===== src/rtl/dma_pkg.sv =====
// Shared constants and FSM state type for the AXI4 write DMA.
package dma_pkg;

    localparam int         FIXED_BURST_SIZE = 256;
    localparam int         LOG_BURST_SIZE   = 8;
    localparam logic [1:0] AXI_BURST_INCR   = 2'b01;
    localparam logic [2:0] AXI_SIZE_4B      = 3'b010;
    localparam logic [1:0] AXI_RESP_OKAY    = 2'b00;
    localparam logic [3:0] AXI_CACHE_DEF    = 4'b0011;

    typedef enum logic [2:0] {
        WR_IDLE,
        WR_PRE,
        WR_ADDR,
        WR_DATA,
        WR_RESP
    } wr_state_t;

endpackage


===== src/rtl/dma_wr_len_calc.sv =====
// Next-burst length (1..256 words) from the remaining word count and current address.
// Optional macro DMA_WR_4K_SPLIT_EN additionally clips the burst at the next 4 KB boundary.
module dma_wr_len_calc
    import dma_pkg::*;
#(
    parameter int BITS_TRANS   = 18,
    parameter int AXI_WIDTH_AD = 32
)(
    input  logic [BITS_TRANS-1:0]   remaining,
    input  logic [AXI_WIDTH_AD-1:0] addr,
    output logic [LOG_BURST_SIZE:0] len
);

    logic [LOG_BURST_SIZE:0] cap;

`ifdef DMA_WR_4K_SPLIT_EN
    // Words left before the next 4 KB page: 1..1024.
    logic [10:0] room;
    logic        unused_addr;

    assign room        = 11'd1024 - {1'b0, addr[11:2]};
    assign cap         = (room > 11'(FIXED_BURST_SIZE)) ? (LOG_BURST_SIZE+1)'(FIXED_BURST_SIZE)
                                                        : room[LOG_BURST_SIZE:0];
    assign unused_addr = ^{addr[AXI_WIDTH_AD-1:12], addr[1:0]};
`else
    logic unused_addr;

    assign cap         = (LOG_BURST_SIZE+1)'(FIXED_BURST_SIZE);
    assign unused_addr = ^addr;
`endif

    always_comb begin
        len = cap;
        if (remaining < {{(BITS_TRANS-LOG_BURST_SIZE-1){1'b0}}, cap})
            len = remaining[LOG_BURST_SIZE:0];
    end

endmodule


===== src/rtl/dma_write.sv =====
// AXI4 write master: drains a 32-bit word stream into DRAM as INCR bursts of up to 256 beats.
// Optional macro DMA_WR_4K_SPLIT_EN keeps every burst inside one 4 KB page.
module dma_write
    import dma_pkg::*;
#(
    parameter int BITS_TRANS   = 18,
    parameter int AXI_WIDTH_ID = 4,
    parameter int AXI_WIDTH_AD = 32,
    parameter int AXI_WIDTH_DA = 32,
    parameter int AXI_WIDTH_DS = AXI_WIDTH_DA/8
)(
    input  logic                    clk,
    input  logic                    rstn,
    output logic                    M_AXI_AWVALID,
    input  logic                    M_AXI_AWREADY,
    output logic [AXI_WIDTH_AD-1:0] M_AXI_AWADDR,
    output logic [AXI_WIDTH_ID-1:0] M_AXI_AWID,
    output logic [7:0]              M_AXI_AWLEN,
    output logic [2:0]              M_AXI_AWSIZE,
    output logic [1:0]              M_AXI_AWBURST,
    output logic                    M_AXI_AWLOCK,
    output logic [3:0]              M_AXI_AWCACHE,
    output logic [2:0]              M_AXI_AWPROT,
    output logic [3:0]              M_AXI_AWQOS,
    output logic                    M_AXI_WVALID,
    input  logic                    M_AXI_WREADY,
    output logic [AXI_WIDTH_DA-1:0] M_AXI_WDATA,
    output logic [AXI_WIDTH_DS-1:0] M_AXI_WSTRB,
    output logic                    M_AXI_WLAST,
    input  logic                    M_AXI_BVALID,
    output logic                    M_AXI_BREADY,
    input  logic [1:0]              M_AXI_BRESP,
    input  logic [AXI_WIDTH_ID-1:0] M_AXI_BID,
    input  logic                    start_dma,
    input  logic [BITS_TRANS-1:0]   num_trans,
    input  logic [AXI_WIDTH_AD-1:0] start_addr,
    input  logic [AXI_WIDTH_DA-1:0] data_i,
    input  logic                    data_vld_i,
    output logic                    data_rdy_o,
    output logic [BITS_TRANS-1:0]   data_cnt_o,
    output logic                    busy_o,
    output logic                    err_o,
    output logic                    done_o
);

    wr_state_t                 state, next_state;
    logic [BITS_TRANS-1:0]     num_reg, sent, remaining;
    logic [AXI_WIDTH_AD-1:0]   addr;
    logic [LOG_BURST_SIZE:0]   len, len_next, len_m1;
    logic [LOG_BURST_SIZE-1:0] beat;
    logic                      aw_hs, w_hs, b_hs, last_beat;
    logic                      unused_in;

    assign remaining = num_reg - sent;
    assign len_m1    = len - 1'b1;
    assign last_beat = ({1'b0, beat} == len_m1);
    assign aw_hs     = M_AXI_AWVALID & M_AXI_AWREADY;
    assign w_hs      = M_AXI_WVALID & M_AXI_WREADY;
    assign b_hs      = M_AXI_BVALID & M_AXI_BREADY;
    assign unused_in = ^{M_AXI_BID, start_addr[1:0]};

    dma_wr_len_calc #(
        .BITS_TRANS   (BITS_TRANS),
        .AXI_WIDTH_AD (AXI_WIDTH_AD)
    ) u_len_calc (
        .remaining (remaining),
        .addr      (addr),
        .len       (len_next)
    );

    assign M_AXI_AWADDR  = addr;
    assign M_AXI_AWLEN   = len_m1[7:0];
    assign M_AXI_AWID    = '0;
    assign M_AXI_AWSIZE  = AXI_SIZE_4B;
    assign M_AXI_AWBURST = AXI_BURST_INCR;
    assign M_AXI_AWLOCK  = 1'b0;
    assign M_AXI_AWCACHE = AXI_CACHE_DEF;
    assign M_AXI_AWPROT  = 3'b000;
    assign M_AXI_AWQOS   = 4'b1111;
    assign M_AXI_WDATA   = data_i;
    assign M_AXI_WSTRB   = '1;

    always_ff @(posedge clk or negedge rstn) begin
        if (!rstn) state <= WR_IDLE;
        else       state <= next_state;
    end

    always_comb begin
        next_state   = state;
        M_AXI_WVALID = 1'b0;
        M_AXI_WLAST  = 1'b0;
        M_AXI_BREADY = 1'b0;
        data_rdy_o   = 1'b0;
        case (state)
            WR_IDLE: if (start_dma) next_state = WR_PRE;
            WR_PRE:  next_state = (sent == num_reg) ? WR_IDLE : WR_ADDR;
            WR_ADDR: if (aw_hs) next_state = WR_DATA;
            WR_DATA: begin
                M_AXI_WVALID = data_vld_i;
                M_AXI_WLAST  = last_beat;
                data_rdy_o   = M_AXI_WREADY;
                if (w_hs && last_beat) next_state = WR_RESP;
            end
            WR_RESP: begin
                M_AXI_BREADY = 1'b1;
                if (b_hs) next_state = WR_PRE;
            end
            default: next_state = WR_IDLE;
        endcase
    end

    always_ff @(posedge clk or negedge rstn) begin
        if (!rstn) begin
            num_reg       <= '0;
            sent          <= '0;
            addr          <= '0;
            len           <= '0;
            beat          <= '0;
            M_AXI_AWVALID <= 1'b0;
            data_cnt_o    <= '0;
            busy_o        <= 1'b0;
            err_o         <= 1'b0;
            done_o        <= 1'b0;
        end else begin
            done_o <= 1'b0;
            case (state)
                WR_IDLE: if (start_dma) begin
                    num_reg    <= num_trans;
                    addr       <= {start_addr[AXI_WIDTH_AD-1:2], 2'b00};
                    sent       <= '0;
                    data_cnt_o <= '0;
                    err_o      <= 1'b0;
                    busy_o     <= 1'b1;
                end
                WR_PRE: begin
                    beat <= '0;
                    if (sent == num_reg) begin
                        busy_o <= 1'b0;
                        done_o <= 1'b1;
                    end else begin
                        len           <= len_next;
                        M_AXI_AWVALID <= 1'b1;
                    end
                end
                WR_ADDR: if (aw_hs) M_AXI_AWVALID <= 1'b0;
                WR_DATA: if (w_hs) begin
                    beat       <= beat + 1'b1;
                    data_cnt_o <= data_cnt_o + 1'b1;
                end
                // Error is only flagged: the burst's data is already consumed, so no retry.
                WR_RESP: if (b_hs) begin
                    if (M_AXI_BRESP != AXI_RESP_OKAY) err_o <= 1'b1;
                    addr <= addr + AXI_WIDTH_AD'({len, 2'b00});
                    sent <= sent + BITS_TRANS'(len);
                end
                default: ;
            endcase
        end
    end

endmodule


===== config.mk =====
export PLATFORM = sky130hd
export DESIGN_NAME = dma_write
export DESIGN_NICKNAME = d
export VERILOG_FILES = /design/src/rtl/dma_pkg.sv /design/src/rtl/dma_wr_len_calc.sv /design/src/rtl/dma_write.sv
export SDC_FILE = /design/constraint.sdc
export NUM_CORES = 1
export LEC_CHECK = 0
export ABC_AREA = 1
export CAP_MARGIN = 25
export CORE_MARGIN = 4
export CORE_UTILIZATION = 35
export CTS_CLUSTER_DIAMETER = 30
export CTS_CLUSTER_SIZE = 25
export DETAILED_ROUTE_END_ITERATION = 10
export GPL_ROUTABILITY_DRIVEN = 0
export SLEW_MARGIN = 20
export SYNTH_ARGS = -nofsm -noshare
export SYNTH_HDL_FRONTEND = slang
export SYNTH_HIERARCHICAL = 1
export SYNTH_SLANG_ARGS = --single-unit

===== constraint.sdc =====
create_clock -name clk -period 5.6 [get_ports clk]
set_clock_uncertainty 0.05 [all_clocks]
set_input_delay 1.4 -clock clk [delete_from_list [all_inputs] [get_ports clk]]
set_output_delay 1.4 -clock clk [all_outputs]
set_load 0.05 [all_outputs]

==> reports/metrics.yaml, run 1 <==
outcome: "complete, no violations"
ys.flop_type: "dfrtp_1"
fill_cells: 2519
postSynthCellCount: 1216
vias: 7815
vias_per_cell: 4.84
antennaDiodeCount: 0
io_pins: 218
fmax_mhz: 219
grt_max_degree: 54
setup_ws_ns: 1.04
finalHoldViolations: 0
clkTransAtPathRegs_ns: 0.08
antenna_found_initial: 0
dpl.hpwl_mm: 17.1
synth_top_area_share_pct: 32.2
synth_top_area_cell: "dfrtp_1"
largest_reg_flops: 30
leakage_nw: 4.77
numCtsBuffers: 9
place_ws_ns: 1.26
drt-initial-drc-count: 392
yosysWarningCount: 6
clk_latency_ns: 0.36
clk_path_buf_depth: 2
worst-path-max-fanout: 10
arrival_ns: 3.11
crit_path_frequent_cell: "nand2_1"
synthMuxAreaShare_pct: 0
report.final.slew_viol_count: 0
synth_top_family_by_area: "simple AND/OR/NAND/NOR gates"
coreArea_um2: 23500
synthTopCellsByArea: "dfrtp_1 (32%), nand2_1 (15%), inv_1 (6.3%)"
cts_hold_buffers: 0
post_synth_xor_area_fraction_pct: 2.82
grt_pass1_vias: 7492
synth-simple-area-share_pct: 33.0
routed_wl_mm: 22.4
yosysSeqAreaShare_pct: 32.2
start_util_pct: 35.7
setup_tns_ns: 0
hp-class: "reg -> reg"
ys_types: 49
die_area_um2: 26500
cts_tree: "yes"
avgSynthCellArea_um2: 6.91
critPathKind: "reg -> out"
startpoint_type: "register"
yosys.area_share.adder_pct: 6.38
grtUsageTotal_pct: 16.8
route.detailed.drc: 0
grt_overflow_total: 0
finalNetCount: 1428
synth_edf_count: 0
fp.dieH_um: 163
first_pass_iters: 5
setup_viol: 0
grt_pass1_wl_mm: 36.5
die_x_um: 163
synth-seq-cells: 108
wl_per_cell_um: 13.9
core.rowCount: 56
drive_above_1_share_pct: 5.24
synthArstFlopShare_pct: 100
seqCellArea_um2: 2700
portBuffers: 120
peakVddDrop_uv: 223
worstPathCellList: "inv_2 -> ha_1 -> inv_1 -> nand2_1 -> nand3_1 -> nand2_1 -> nor2_1 -> nand3_1 -> nor3_1 -> nand2_1 -> nor2_1 -> clkdlybuf4s50_1"
multiInputGateArea_um2: 4640
slowest_delay_ns: 0.82
worstPathRequired_ns: 4.15
cts_resized: 0
cts_root_buf: "clkbuf_16"
synth_area_um2: 8400
powerDensity_nw_per_um2: 531
tightest_slew_ns: 0.776
rsz0062_at_grt: "no"
cp-end-kind: "output port"
maxCapViolations: 0
cts_num_sinks: 108
antenna_left: 0
cts_setup_buffers: 0
post-route-min-period_ns: 4.56
timing.final.crit_share_pct: 81.4
htreeDepth: 3
maxSlewHeadroom_pct: 48.2
cpMaxStageDelayCell: "clkdlybuf4s50_1"
area_growth_syn_to_layout_pct: 17.0
synth-compound-area-share_pct: 11.9
## cell type report
type	count	share of cell area, %
sequential	108	27.5
clock buffer	9	2.29
timing repair buffer	123	12.4
multi-input combinational	902	47.2
inverter	148	5.66
clock inverter	7	0.802
tap	319	4.06
## final timing paths
kind	cells after the start	slack, ns	to	startpoint
worst min-delay path	2	0.44	busy_o	busy_o
max in group asynchronous	2	3.54	num_reg[1]	rstn
worst max register to register	13	2.50	len[8]	num_reg[0]
worst max-delay path	12	1.04	M_AXI_WLAST	len[0]
worst min register to register	2	0.44	busy_o	busy_o
min in group asynchronous	1	1.02	M_AXI_AWADDR[29]	rstn
## cell usage in the layout (no fill, tap or decap), types with 3 or more instances in the layout
master and instances:
a21o_1 6, a21oi_1 68, a31oi_1 7, buf_4 4, clkbuf_16 9, clkdlybuf4s50_1 119, conb_1 27, dfrtp_1 108
fa_1 3, ha_1 38, inv_1 142, inv_2 6, nand2_1 343, nand2_2 7, nand2_4 6, nand3_1 83
nand3_2 3, nand3b_1 5, nand4_1 19, nor2_1 98, nor2_2 7, nor2_4 6, nor3_1 28, nor4_1 4
o21ai_0 61, o21ai_1 16, o21bai_1 7, o22ai_1 5, or2_2 8, xnor2_1 12, xor2_1 15
## report_power, final
| part | internal [mW] | leakage, nW | total [mW] | switching, mW |
|---|---|---|---|---|
| sequential | 1.01 | 1.40 | 1.32 | 0.318 |
| combinational | 1.07 | 3.22 | 3.23 | 2.15 |
| clock | 0.319 | 0.148 | 0.661 | 0.342 |
## synthesized netlist by cell type (3+ instances only)
cell type / n
buf_4: 61
clkbuf_1: 6
a21o_1: 6
nand3b_1: 5
nand2_4: 6
nand4_1: 19
buf_6: 5
or2_2: 8
nand3_2: 3
ha_1: 38
nor4_1: 4
fa_1: 3
nor2_4: 6
nor3_1: 28
nand2_2: 7
xor2_1: 15
dfrtp_1: 108
buf_2: 11
inv_1: 142
xnor2_1: 12
nor2_1: 98
a21oi_1: 68
nor2_2: 7
o21ai_0: 61
o21bai_1: 7
o22ai_1: 5
inv_2: 6
a31oi_1: 7
nand3_1: 83
o21ai_1: 16
nand2_1: 343
## critical path, delay by kind of cell, from the launching register on
kind,cells,cell delay [ns]
adders and majority gates,1,0.32
DFF,1,0.47
buffers and inverters,3,1.07
and+or+nand+nor,8,0.90
## logic make-up (layout without fill, tap and decap cells)
| family | Yosys count | in the layout |
|---|---|---|
| buffers and inverters | 231 | 287 |
| other | 2 | 27 |
| adders and majority gates | 41 | 41 |
| and+or+nand+nor | 625 | 625 |
| DFF | 108 | 108 |
| xor gates and xnor gates | 27 | 27 |
| AOI/OAI and AO/OA | 182 | 182 |
## layer usage
layer  GRT usage [%]  routed length, µm  part of all wire [%]
met3            3.06               1140                   5.1
met4            4.12                279                   1.2
met2            27.9              10300                    46
met1            22.7              10700                    48
met5               0                  0                     0
## through the flow
stage / util, % / cell area [µm²] / hold slack, ns / std cells / power (mW)
after detailed placement: 40.4 / 9520 / 0.422 / 1600 / 4.56
after global routing: 41.7 / 9820 / 0.478 / 1616 / 5.67
final: 41.7 / 9820 / 0.439 / 1616 / 5.21
after global placement: 40.4 / 9520 / 0.412 / 1600 / 4.53
after CTS: 41.7 / 9820 / 0.447 / 1616 / 5.25
after floorplan: - / 8490 / 0.405 / 1241 / 3.74
Power figures use the tool's default switching activity.
==> inputs of run 2 (changes only) <==
- clock period: 5.6 -> 4.55 ns (I/O delays scaled with it)
==> reports/metrics.yaml, run 2 (synthesis results as in run 1) <==
whs_endpoint: "busy_o"  # unchanged
wl_per_cell_um: 13.8  # was 13.9 µm
powerDensity_nw_per_um2: 655  # was 531 nW/µm²
fin_cells: 1618  # was 1616
reg2reg_slack_ns: 1.38  # was 2.50 ns
r2r_cells: 13  # unchanged
clkTransAtPathRegs_ns: 0.08  # about the same
hold_depth: 2  # unchanged
numCtsBuffers: 9  # unchanged
antenna_left: 0  # unchanged
cts_tree: "yes"  # unchanged
cts_resized: 0  # unchanged
clk_latency_ns: 0.36  # about the same
seqCellArea_um2: 2700  # unchanged
drt-initial-drc-count: 378  # was 392
report.final.slew_viol_count: 0  # unchanged
startpoint_type: "register"  # unchanged
coreArea_um2: 23500  # unchanged
area_growth_syn_to_layout_pct: 17.4  # was 17.0%
cts_root_buf: "clkbuf_16"  # unchanged
layout_common_cells: "nand2_1 (343), inv_1 (142), clkdlybuf4s50_1 (119), dfrtp_1 (108), nor2_1 (98)"  # unchanged
final_cell_area_um2: 9850  # was 9820 µm²
clk_path_buf_depth: 2  # unchanged
critPathKind: "reg -> out"  # unchanged
cts_num_sinks: 108  # unchanged
htreeDepth: 3  # unchanged
r2r_start: "num_reg[0]"  # unchanged
worstPathRequired_ns: 3.36  # was 4.15 ns
route.detailed.drc: 0  # unchanged
maxCapViolations: 0  # unchanged
portBuffers: 120  # unchanged
setup_ws_ns: 0.281  # was 1.04 ns
die_x_um: 163  # unchanged
first_pass_iters: 5  # unchanged
peakVddDrop_uv: 262  # was 223 µV
start_util_pct: 35.7  # unchanged
hold_start: "busy_o"  # unchanged
timing.final.crit_share_pct: 93.8
antennaDiodeCount: 0  # unchanged
fp.dieH_um: 163  # unchanged
vias_per_cell: 4.77  # was 4.84
leakage_nw: 4.78  # was 4.77 nW
place_inst: 1602  # was 1600
arrival_ns: 3.08  # was 3.11 ns
rsz0062_at_grt: "no"  # unchanged
tightest_slew_ns: 0.789  # was 0.776 ns
io_pins: 218  # unchanged
worst-path-max-fanout: 8  # was 10
utilization_pct: 41.9  # was 41.7%
post-route-min-period_ns: 4.27
grt_pass1_vias: 7357  # was 7492
cts_setup_buffers: 0  # unchanged
grtUsageTotal_pct: 16.9  # was 16.8%
finalHoldViolations: 0  # unchanged
routed_wl_mm: 22.3  # was 22.4 mm
multiInputGateArea_um2: 4640  # unchanged
post_dp_cell_area_um2: 9530  # was 9520 µm²
setup_tns_ns: 0  # unchanged
cts_hold_buffers: 0  # unchanged
die_area_um2: 26500  # unchanged
grt_overflow_total: 0  # unchanged
layout_commonest_cell: "nand2_1"  # unchanged
place_ws_ns: 0.654  # was 1.26 ns
largest_reg_flops: 30  # unchanged
regToRegEndpoint: "len[8]"  # unchanged
cp-end-kind: "output port"  # unchanged
dpl.hpwl_mm: 17.2  # was 17.1 mm
finalNetCount: 1430  # was 1428
drive_above_1_share_pct: 5.39  # was 5.24%
core.rowCount: 56  # unchanged
grt_pass1_wl_mm: 36.7  # was 36.5 mm
fill_cells: 2510  # was 2519
grt_max_degree: 58  # was 54
setup_viol: 0  # unchanged
maxSlewHeadroom_pct: 47.4  # was 48.2%
antenna_found_initial: 0  # unchanged
hp-class: "reg -> reg"  # unchanged
outcome: "complete, no violations"  # unchanged
vias: 7725  # was 7815
fmax_mhz: 234
## run 2: worst max path at each step
stage / endpoint / startpoint / slack (ns)
2_1_floorplan: M_AXI_WLAST / len[0] / 1.04
3_3_place_gp: M_AXI_WLAST / len[1] / 0.66
3_5_place_dp: M_AXI_WLAST / len[0] / 0.65
4_1_cts: M_AXI_WLAST / len[0] / 0.25
5_1_grt: M_AXI_WLAST / len[0] / 0.008
6_report: M_AXI_WLAST / len[1] / 0.28
## run 2: area by class of cell
cell class | instances | area share (%)
Multi-Input combinational cell | 902 | 47.1
Tap cell | 319 | 4.05
Clock buffer | 9 | 2.29
Inverter | 148 | 5.64
Sequential cell | 108 | 27.4
Timing Repair Buffer | 125 | 12.5
Clock inverter | 7 | 0.965
## run 2: worst max-delay path, cell delays in order, from the launching register on
cell and delay, ns:
dfrtp_1 0.48, inv_1 0.14, ha_1 0.30, inv_1 0.11, nand2_1 0.06, nand3_1 0.09
nand2_1 0.05, nor2_1 0.10, nand3_1 0.09, nor3_1 0.27, nand2_1 0.13, nor2_1 0.10
clkdlybuf4s50_1 0.81
## run 2: routing by layer
layer / share of wire [%] / track usage, % / up-vias
met5: 0 / 0 / -
met4: 1.2 / 3.81 / 0
met3: 4.8 / 2.91 / 23
met2: 45 / 27.5 / 176
met1: 49 / 23.5 / 3519
li1: - / - / 4007
## run 2: power by group
group | switching [mW] | internal (mW)
logic | 2.65 | 1.33
clock network | 0.407 | 0.441
registers | 0.389 | 1.24
## run 2: stage by stage
stage               power (mW)  hold slack [ns]
CTS                       6.49            0.442
detailed placement        5.61            0.417
floorplan                 4.60            0.405
global route              7.00            0.480
finish                    6.45            0.431
global placement          5.58            0.409
==> inputs of run 3 (changes only) <==
- SLEW_MARGIN: 20 -> 10
==> results of run 3 <==
The final DEF is identical to that of run 2; final timing and power are the same.
